[src/rtl/demux_pkg.sv]
// Shared definitions for the demux event counter: FSM encodings, default
// counter width and the classifier for the registered demux lines.
package demux_pkg;

  localparam int DEF_CNT_W = 8;

  localparam logic [1:0] ST_IDLE  = 2'd0;
  localparam logic [1:0] ST_RUN   = 2'd1;
  localparam logic [1:0] ST_FAULT = 2'd2;

  typedef enum logic [1:0] {
    CLS_ZERO,
    CLS_ONEHOT,
    CLS_MULTI
  } y_class_e;

  function automatic y_class_e classify(input logic [3:0] v);
    case ($countones(v))
      0:       return CLS_ZERO;
      1:       return CLS_ONEHOT;
      default: return CLS_MULTI;
    endcase
  endfunction

endpackage

[src/rtl/demux_event_counter_sat_counter.sv]
// Saturating per-channel event counter with synchronous clear and freeze.
module sat_counter
  import demux_pkg::*;
#(
  parameter int CNT_W = DEF_CNT_W
) (
  input  logic             clk,
  input  logic             rst,
  input  logic             clr,
  input  logic             inc,
  input  logic             freeze,
  output logic [CNT_W-1:0] cnt
);

  // NOTE: sequential state uses non-blocking assignments so every register
  // samples pre-edge values, independent of block evaluation order.
  always_ff @(posedge clk or posedge rst) begin
    if (rst) begin
      cnt <= '0;
    end else if (clr) begin
      cnt <= '0;
    end else if (inc && !freeze && (cnt != {CNT_W{1'b1}})) begin
      cnt <= cnt + 1'b1;
    end
  end

endmodule

[src/rtl/demux_event_counter.sv]
// Counts one-hot events on four demux output lines, flags non-one-hot samples.
// Optional macro DEMUX_EVENT_EDGE_EN counts only 0->1 transitions per channel.
module demux_event_counter
  import demux_pkg::*;
#(
  parameter int CNT_W = DEF_CNT_W
) (
  input  logic             clk,
  input  logic             rst,
  input  logic             y1,
  input  logic             y2,
  input  logic             y3,
  input  logic             y4,
  input  logic             clr,
  input  logic             rd_en,
  input  logic [1:0]       rd_sel,
  output logic [CNT_W-1:0] cnt_out,
  output logic             cnt_valid,
  output logic             err,
  output logic [1:0]       state
);

  // Bit i of y_q belongs to channel i (y1 is channel 0).
  logic [3:0]       y_q;
  logic [3:0]       ev;
  logic             freeze;
  y_class_e         y_cls;
  logic [CNT_W-1:0] cnt [4];

  always_ff @(posedge clk or posedge rst) begin
    if (rst) y_q <= '0;
    else     y_q <= {y4, y3, y2, y1};
  end

`ifdef DEMUX_EVENT_EDGE_EN
  logic [3:0] y_qq;

  always_ff @(posedge clk or posedge rst) begin
    if (rst) y_qq <= '0;
    else     y_qq <= y_q;
  end
`endif

  assign y_cls  = classify(y_q);
  assign freeze = (state == ST_FAULT);

  // NOTE: every signal driven in always_comb gets a default first, so no
  // path through the block leaves it unassigned and no latch is inferred.
  always_comb begin
    ev = '0;
    if (y_cls == CLS_ONEHOT) begin
`ifdef DEMUX_EVENT_EDGE_EN
      ev = y_q & ~y_qq;
`else
      ev = y_q;
`endif
    end
  end

  for (genvar i = 0; i < 4; i++) begin : g_ch
    sat_counter #(.CNT_W(CNT_W)) u_cnt (
      .clk    (clk),
      .rst    (rst),
      .clr    (clr),
      .inc    (ev[i]),
      .freeze (freeze),
      .cnt    (cnt[i])
    );
  end

  // clr wins over any simultaneous event or fault.
  always_ff @(posedge clk or posedge rst) begin
    if (rst) begin
      state <= ST_IDLE;
      err   <= 1'b0;
    end else if (clr) begin
      state <= ST_IDLE;
      err   <= 1'b0;
    end else begin
      if (y_cls == CLS_MULTI) err <= 1'b1;
      case (state)
        ST_IDLE: begin
          if (y_cls == CLS_MULTI) state <= ST_FAULT;
          else if (|ev)           state <= ST_RUN;
        end
        ST_RUN: begin
          if (y_cls == CLS_MULTI) state <= ST_FAULT;
        end
        ST_FAULT: state <= ST_FAULT;
        default:  state <= ST_IDLE;
      endcase
    end
  end

  // Reads capture the pre-edge counter value, so they see pre-increment and
  // pre-clear contents.
  always_ff @(posedge clk or posedge rst) begin
    if (rst) begin
      cnt_out   <= '0;
      cnt_valid <= 1'b0;
    end else begin
      cnt_valid <= rd_en;
      if (rd_en) cnt_out <= cnt[rd_sel];
    end
  end

endmodule

[config.mk]
export PLATFORM = sky130hd
export DESIGN_NAME = demux_event_counter
export DESIGN_NICKNAME = d
export VERILOG_FILES = /design/src/rtl/demux_pkg.sv /design/src/rtl/demux_event_counter_sat_counter.sv /design/src/rtl/demux_event_counter.sv
export SDC_FILE = /design/constraint.sdc
export NUM_CORES = 1
export LEC_CHECK = 0
export ABC_AREA = 0
export CORE_MARGIN = 4
export CORE_UTILIZATION = 45
export CTS_BUF_LIST = sky130_fd_sc_hd__clkbuf_4 sky130_fd_sc_hd__clkbuf_8 sky130_fd_sc_hd__clkbuf_16
export CTS_CLUSTER_SIZE = 10
export DETAILED_ROUTE_END_ITERATION = 8
export PLACE_DENSITY_LB_ADDON = 0.25
export SLEW_MARGIN = 0
export SYNTH_ARGS = -nofsm -noshare
export SYNTH_HDL_FRONTEND = slang
export SYNTH_SLANG_ARGS = --single-unit
[constraint.sdc]
create_clock -name clk -period 6.9 [get_ports clk]
set_clock_uncertainty 0.2 [all_clocks]
set_input_delay 1.38 -clock clk [delete_from_list [all_inputs] [get_ports clk]]
set_output_delay 1.38 -clock clk [all_outputs]
set_load 0.01 [all_outputs]
==> impl_metrics.ini, run 1 <==
[placed_design]
hpwl_mm = 3.966
portBuffers = 21
gp_congestion = 0.8124
dpl_cell_area_um2 = 2824

[floorplanning]
start_util_pct = 46.53
die_h_um = 83.46
core_area_um2 = 5507
std_cell_rows = 27
io_pins = 22
dieWidth_um = 83.46
dieArea_um2 = 6966

[detailed_routing]
wirelength_mm = 5.424
wl_per_cell_um = 16.59
viasPerCell = 5.777
ant_nets = 0
drtIter0Drc = 112
post-route-drc-count = 0
vias = 1889
drt_first_pass_iters = 4

[clock_tree]
post-cts-setup-buffers = 0
clock_latency_ps = 300
cts_buffers = 5
numClockSinks = 48
clockBufferDepth = 2
clkTransAtPathRegs_ps = 80
cts_root_buf = clkbuf_8
post_cts_resized = 0
ctsHoldBuffers = 0
cts_tree = built
htreeDepth = 2

[synth]
yosysUniqueCellTypes = 40
yosysTopAreaCellShare_pct = 46.88
synthCells = 236
ys_ff_latch = 48
yosysWarningCount = 0
async_flop_share_pct = 100.0
synth_nets = 257
synth_edf_count = 0
yosys.area.top_type = dfrtp_1
synthTopCellsByArea = dfrtp_1, mux4_2, ha_1, mux2_2, a21oi_1
netlist_area_um2 = 2562
seq_area_frac_synth_pct = 46.88
synth_ff_type = dfrtp_1
avgSynthCellArea_um2 = 10.86

[timing]
finalSetupViolCount = 0
holdWs_ps = 310.5
fin_crit_ps = 3688
tightest_slew_ps = 991.4
rsz0062_at_grt = false
period_share_pct = 53.45
fin_tns_setup_ps = 0
hold_viol_final = 0
slew_violations = 0
clock.fmax_mhz = 271.1
max_slew_margin_pct = 33.81

[global_route]
gr-usage-all-layers_pct = 16.74
grt_pass1_wl_mm = 9.349
antenna_found_initial = 0
grt_overflow = 0
grt_max_degree = 49
first_global_vias = 1898

[final_layout]
fin_util_pct = 53.03
fill_cells = 489
stdcell_area_um2 = 2920
drive_above_1_share_pct = 12.16
num_antenna_cells = 0
nets = 276
areaGrowthSynthToFinish_pct = 13.96

[power_and_ir_drop]
total_power_mw = 0.5900
power.leakage_nw = 1.227
power_density_nw_per_um2 = 202.0
peakVddDrop_uv = 140.5

[hold_path]
hp-class = reg -> reg

[critical_path]
crit_arrival_ps = 3680
cp_max_fo = 11
crit_required_ps = 6890
endpoint_kind = flip-flop
path_class = reg -> reg
cp-start-kind = flip-flop

[flow_run]
cap_violations = 0

[outcome]
status = complete, no violations
critical path, cell delays in order, from the launching register on:
cell	delay [ps]
dfrtp_1	400
inv_1	100
fa_1	540
inv_1	40
ha_1	170
ha_1	310
nor4b_2	580
o211ai_1	480
nor4_1	390
mux2_2	370
flip-flops by register name (all words and copies together), names as in the netlist:
register and flops:
cnt_valid 1, err 1, state 2, g_ch.u_cnt.cnt 32, cnt_out 8, y_q 4
final timing paths:
kind                        start                   end  slack, ps  cells after the start
max in group asynchronous     rst                y_q[1]       4440                      2
setup reg to reg           y_q[0]  g_ch[0].u_cnt.cnt[7]       3210                      9
hold reg to reg               err                   err        310                      2
setup / recovery           y_q[0]  g_ch[0].u_cnt.cnt[7]       3210                      9
min in group asynchronous     rst  g_ch[0].u_cnt.cnt[6]       1430                      2
hold / removal                err                   err        310                      2
cells in the mapped netlist, types with 3 or more instances:
cell type	n
a21oi_1	19
clkbuf_1	7
dfrtp_1	48
ha_1	10
inv_1	19
mux2_2	10
mux2i_1	5
mux4_2	8
nand2_1	8
nand3_1	10
nand4_1	5
nor2_1	15
nor3_1	3
nor4_1	3
o21ai_0	10
o31ai_1	8
or3_1	8
or4_1	9
xor2_1	5
cell families (layout without fill, tap and decap cells):
| kind of cell | Yosys count | after routing | share of synthesized area (%) |
|---|---|---|---|
| XOR/XNOR | 6 | 6 | 2.051 |
| multiplexers | 23 | 23 | 13.38 |
| adder cells (fa/ha/maj) | 11 | 11 | 5.664 |
| AO/OA/AOI/OAI | 48 | 48 | 11.62 |
| flip-flops | 48 | 48 | 46.87 |
| buffers and inverters | 29 | 48 | 4.590 |
| AND/OR/NAND/NOR | 71 | 71 | 15.82 |
metal layers:
layer	GRT usage (%)	part of all wire [%]	vias up
li1	-	-	907
met1	21.97	46	942
met2	26.90	49	31
met3	3.356	3.2	9
met4	7.456	2.0	0
met5	0	0	-
power by group:
group / switching, mW / internal [mW]
registers: 0.0134 / 0.292
logic: 0.0551 / 0.0492
clock network: 0.0907 / 0.0894
area by class of cell:
type | instances | area [um^2] | share of cell area (%)
multi-input combinational | 159 | 1244 | 42.59
timing repair buffer | 22 | 217.7 | 7.455
inverter | 19 | 71.32 | 2.442
tap | 72 | 90.09 | 3.085
clock buffer | 7 | 96.34 | 3.299
sequential | 48 | 1201 | 41.13
per-stage QoR:
| step | instances | worst slack, ps |
|---|---|---|
| floorplan | 236 | 3631 |
| global placement | 320 | 3410 |
| detailed placement | 320 | 3233 |
| CTS | 327 | 3196 |
| global route | 327 | 2964 |
| finish | 327 | 3212 |
placed cells by master (no fill, tap or decap), drive strengths merged, types with 2 or more instances in the layout:
cell | synthesis | layout
a211o | 2 | 2
a211oi | 2 | 2
a21oi | 19 | 19
and3 | 2 | 2
and4 | 2 | 2
clkbuf | 7 | 7
clkdlybuf4s50 | 0 | 21
dfrtp | 48 | 48
ha | 10 | 10
inv | 19 | 19
mux2 | 10 | 10
mux2i | 5 | 5
mux4 | 8 | 8
nand2 | 8 | 8
nand3 | 10 | 10
nand4 | 5 | 5
nor2 | 15 | 15
nor3 | 3 | 3
nor4 | 3 | 3
nor4b | 2 | 2
o211ai | 2 | 2
o21ai | 10 | 10
o31ai | 8 | 8
or3 | 8 | 8
or4 | 9 | 9
xor2 | 5 | 5
(Power assumes the default switching activity.)
==> run 2: changes to the inputs <==
clock period = 3.36 ns   (was 6.9 ns; I/O delays follow)
==> run 2 against run 1 <==
  * Sequential cell count unchanged
  * Power is 110% higher
  * Register-to-register slack got worse by 3100 ps
  * Count of clock-buffer cells in the layout shrank 1
  * Setup slack got worse by 3100 ps
  * Global-route usage up 0.53 points
  * Wire length grew 6.6%
  * First-iteration DRC count up 73%
  * Critical path depth unchanged
  * Utilization is 2.6 points higher
  * Largest cell class unchanged
  * Non-clock buffer count up 12
  * Die area did not move
==> impl_metrics.ini, run 2 (synthesis gave the netlist of run 1 again) <==
[final_layout]
fill_cells = 474
final_cell_mix = dfrtp_1, clkdlybuf4s50_1, a21oi_1, inv_1, nor2_1
regMostFlops = g_ch.u_cnt.cnt
nets = 290
final_common_cell = dfrtp_1
drive_above_1_share_pct = 18.89
biggestRegsByFlops = g_ch.u_cnt.cnt: 32 flops, cnt_out: 8 flops, y_q: 4 flops
num_antenna_cells = 0
largest_register_ffs = 32
areaGrowthSynthToFinish_pct = 19.63

[detailed_routing]
wirelength_mm = 5.782
wl_per_cell_um = 16.91
post-route-drc-count = 0
drt_first_pass_iters = 4
drtIter0Drc = 194
viasPerCell = 5.822
ant_nets = 0
vias = 1991

[hold_path]
hp-class = reg -> reg

[placed_design]
hpwl_mm = 4.144
pre_cts_ws_ps = 12.90
gp_congestion = 0.8477
portBuffers = 21

[critical_path]
endpoint_kind = flip-flop
cp-start-kind = flip-flop
crit_required_ps = 3400
path_class = reg -> reg
cp_max_fo = 6
crit_arrival_ps = 3330

[global_route]
grt_overflow = 0
grt_max_degree = 26
antenna_found_initial = 0
grt_pass1_wl_mm = 9.708
first_global_vias = 1963
gr-usage-all-layers_pct = 17.27

[timing]
tightest_slew_ps = 525.5
finalSetupViolCount = 0
slew_violations = 0
rsz0062_at_grt = true
hold_viol_final = 0
setup_slack_ps = 65.55
max_slew_margin_pct = 64.86
fin_crit_ps = 3294
period_share_pct = 98.05
clock.fmax_mhz = 303.5

[floorplanning]
io_pins = 22
dieWidth_um = 83.46
start_util_pct = 46.53
die_h_um = 83.46
std_cell_rows = 27
dieArea_um2 = 6966
core_area_um2 = 5507

[clock_tree]
clock_latency_ps = 300
cts_buffers = 5
numClockSinks = 48
ctsHoldBuffers = 0
clkTransAtPathRegs_ps = 90
clockBufferDepth = 2
cts_root_buf = clkbuf_8
htreeDepth = 2
cts_tree = built

[power_and_ir_drop]
peakVddDrop_uv = 355.2
total_power_mw = 1.247
power_density_nw_per_um2 = 406.8
power.leakage_nw = 1.284

[outcome]
status = complete, no violations

[flow_run]
cap_violations = 0
-- run 2: power breakdown --
part | leakage [nW] | internal [mW] | switching [mW]
clock network | 0.0434 | 0.167 | 0.197
logic | 0.586 | 0.127 | 0.128
registers | 0.655 | 0.600 | 0.0270
-- run 2: critical path: stages, from the launching register on --
cell     delay (ps)
dfrtp_1         360
inv_1            80
fa_1            540
inv_1            40
ha_1            200
ha_4            230
or4b_4          600
a211o_4         350
or4_1           480
a21oi_1         150
-- run 2: worst paths after layout --
| check | startpoint | end | slack, ps | cells after the start |
|---|---|---|---|---|
| min reg2reg | cnt_out[1] | cnt_out[1] | 310 | 1 |
| min in group asynchronous | rst | cnt_valid | 490 | 2 |
| max in group asynchronous | rst | y_q[1] | 1880 | 3 |
| max | y_q[0] | g_ch[1].u_cnt.cnt[5] | 70 | 9 |
| max reg2reg | y_q[0] | g_ch[1].u_cnt.cnt[5] | 70 | 9 |
| min | cnt_out[1] | cnt_out[1] | 310 | 1 |
-- run 2: metal layers --
layer / GRT usage [%] / up-vias / part of all wire [%]
li1: - / 942 / -
met1: 23.96 / 984 / 44
met2: 27.04 / 57 / 49
met3: 3.653 / 8 / 5.3
met4: 5.848 / 0 / 1.7
met5: 0 / - / 0
-- run 2: final cells by class --
type / instances / area (um^2) / area share (%)
clock buffers: 6 / 82.58 / 2.694
clock inverters: 2 / 15.01 / 0.4898
inverters: 19 / 71.32 / 2.327
multi-input cells: 161 / 1297 / 42.33
flip-flops and latches: 48 / 1201 / 39.18
well taps: 72 / 90.09 / 2.939
repair buffers: 34 / 307.8 / 10.04
-- run 2: what timing repair did --
action	CTS	global route
setup buffers	0	4
pin swaps	0	5
gates resized for setup	1	5
endpoints found under the setup margin	2	8
gates cloned	0	2
-- run 2: metrics by stage --
step / cells / setup TNS [ps] / cell area [um^2] / utilization [%] / hold slack [ps]
4_1_cts: 336 / 0 / 2990 / 54.31 / 316.3
3_3_place_gp: 328 / 0 / 2884 / 52.37 / 292.6
3_5_place_dp: 328 / 0 / 2884 / 52.37 / 294.8
6_report: 342 / 0 / 3065 / 55.67 / 311.1
5_1_grt: 342 / -122.5 / 3065 / 55.67 / 327.0
2_1_floorplan: 236 / 0 / 2562 / - / 326.3
==> run 3: changes to the inputs <==
CORE_ASPECT_RATIO = 1.1   (was not set)
==> run 3 against run 2 <==
  * Utilization decreased by 0.59 points
  * Die area barely moved
  * Sequential share of layout area up 0.72 points
  * Critical path type unchanged
==> impl_metrics.ini, run 3 (synthesis gave the netlist of run 1 again) <==
[critical_path]
cpMostUsedCell = inv_1
cpLargestDelayFamily = simple AND/OR/NAND/NOR gates
cp-start-kind = flip-flop
crit_path_cell_trace = inv_1 -> fa_1 -> inv_1 -> ha_1 -> ha_4 -> or4b_4 -> a211o_4 -> or4_1 -> a21oi_1
endpoint_kind = flip-flop
crit_arrival_ps = 3260
crit_start = y_q[0]
r2r_start = y_q[0]
cp_slowest_cell = or4b_4
path_class = reg -> reg
cp_max_fo = 10
max_stage_delay_ps = 560
crit_required_ps = 3380
path_buf_inv = 2

[final_layout]
fill_cells = 480
stdcell_count = 339
nets = 285
regMostFlops = g_ch.u_cnt.cnt
biggestRegsByFlops = g_ch.u_cnt.cnt: 32 flops, cnt_out: 8 flops, y_q: 4 flops
drive_above_1_share_pct = 16.67
final_common_cell = dfrtp_1
areaGrowthSynthToFinish_pct = 17.48
num_antenna_cells = 0
regArea_um2 = 1201
final_cell_mix = dfrtp_1, clkdlybuf4s50_1, inv_1, a21oi_1, nor2_1
fin_util_pct = 55.08
largest_register_ffs = 32
multi_input_area_um2 = 1277

[global_route]
grt_pass1_wl_mm = 9.073
gr-usage-all-layers_pct = 16.85
grt_max_degree = 36
antenna_found_initial = 0
first_global_vias = 1870
grt_overflow = 0

[timing]
setup_slack_ps = 128.3
tightest_slew_ps = 612.5
clock.fmax_mhz = 309.4
period_share_pct = 96.18
hold_viol_final = 0
max_slew_margin_pct = 59.11
slew_violations = 0
fin_tns_setup_ps = 0
rsz0062_at_grt = false
finalSetupViolCount = 0
fin_crit_ps = 3232

[detailed_routing]
wirelength_mm = 5.385
ant_nets = 0
post-route-drc-count = 0
vias = 1919
drt_first_pass_iters = 4
viasPerCell = 5.661
drtIter0Drc = 133
wl_per_cell_um = 15.88

[clock_tree]
cts_buffers = 5
htreeDepth = 2
clkTransAtPathRegs_ps = 80
clock_latency_ps = 300
numClockSinks = 48
clockBufferDepth = 2
cts_tree = built
ctsHoldBuffers = 0
cts_root_buf = clkbuf_8

[flow_run]
cap_violations = 0

[placed_design]
pre_cts_ws_ps = 49.47
place_inst = 331
portBuffers = 21
gp_congestion = 0.8093
hpwl_mm = 3.926

[power_and_ir_drop]
p_switching_mw = 0.3351
p_clk_share_pct = 27.4
combPwrFrac_pct = 20.3
power_density_nw_per_um2 = 398.0
internal-power_mw = 0.8630
switching_share_pct = 27.97
seq_power_share_pct = 52.3
power.leakage_nw = 1.261
peakVddDrop_uv = 219.7

[outcome]
status = complete, no violations

[floorplanning]
dieArea_um2 = 6967
std_cell_rows = 28
start_util_pct = 46.89
die_h_um = 87.15
io_pins = 22
dieWidth_um = 79.95
core_area_um2 = 5465

[hold_path]
hp-class = reg -> reg
hp-start = cnt_out[7]
-- run 3: worst reg2reg max path: stages, from the launching register on --
cell and delay, ps:
dfrtp_1 350, inv_1 80, fa_1 540, inv_1 40
ha_1 200, ha_4 230, or4b_4 560, a211o_4 320
or4_1 480, a21oi_1 150
-- run 3: timing repair --
item	CTS	global route
setup buffers	0	1
gates resized for setup	0	5
endpoints found under the setup margin	0	8
-- run 3: area by class of cell --
cell class | count | area share, %
Clock buffer | 5 | 2.286
Clock inverter | 2 | 0.4156
Inverter | 19 | 2.369
Multi-Input combinational cell | 159 | 42.44
Sequential cell | 48 | 39.90
Tap cell | 75 | 3.117
Timing Repair Buffer | 31 | 9.476
-- run 3: stage by stage --
step                cell area, um^2  hold slack, ps  power (mW)
floorplan                      2562           326.3      0.7877
global placement               2888           291.0      0.8676
detailed placement             2888           292.9      0.8723
CTS                            2969           315.5       1.205
global route                   3010           340.3       1.262
finish                         3010           307.8       1.198
-- run 3: final timing paths --
| path | to | slack [ps] | cells after the start |
|---|---|---|---|
| min | cnt_out[7] | 310 | 1 |
| min reg2reg | cnt_out[7] | 310 | 1 |
| min in group asynchronous | g_ch[2].u_cnt.cnt[2] | 560 | 2 |
| max reg2reg | g_ch[1].u_cnt.cnt[7] | 130 | 9 |
| max | g_ch[1].u_cnt.cnt[7] | 130 | 9 |
| max in group asynchronous | cnt_out[7] | 1780 | 3 |
-- run 3: power groups by stage --
stage | Combinational (mW) | Clock [mW] | Sequential [mW]
2_1_floorplan | 0.150 | 0 | 0.638
4_1_cts | 0.235 | 0.343 | 0.627
3_5_place_dp | 0.233 | 0 | 0.639
3_3_place_gp | 0.229 | 0 | 0.639
6_report | 0.243 | 0.328 | 0.627
5_1_grt | 0.272 | 0.359 | 0.631
-- run 3: per-layer routing --
layer  track usage [%]  routed length (um)  vias to the layer above
met5                 0                   0                        -
met4             4.608                  61                        0
met3             2.795                 208                        6
met2             28.39                2636                       34
met1             22.50                2480                      953
li1                  -                   -                      926
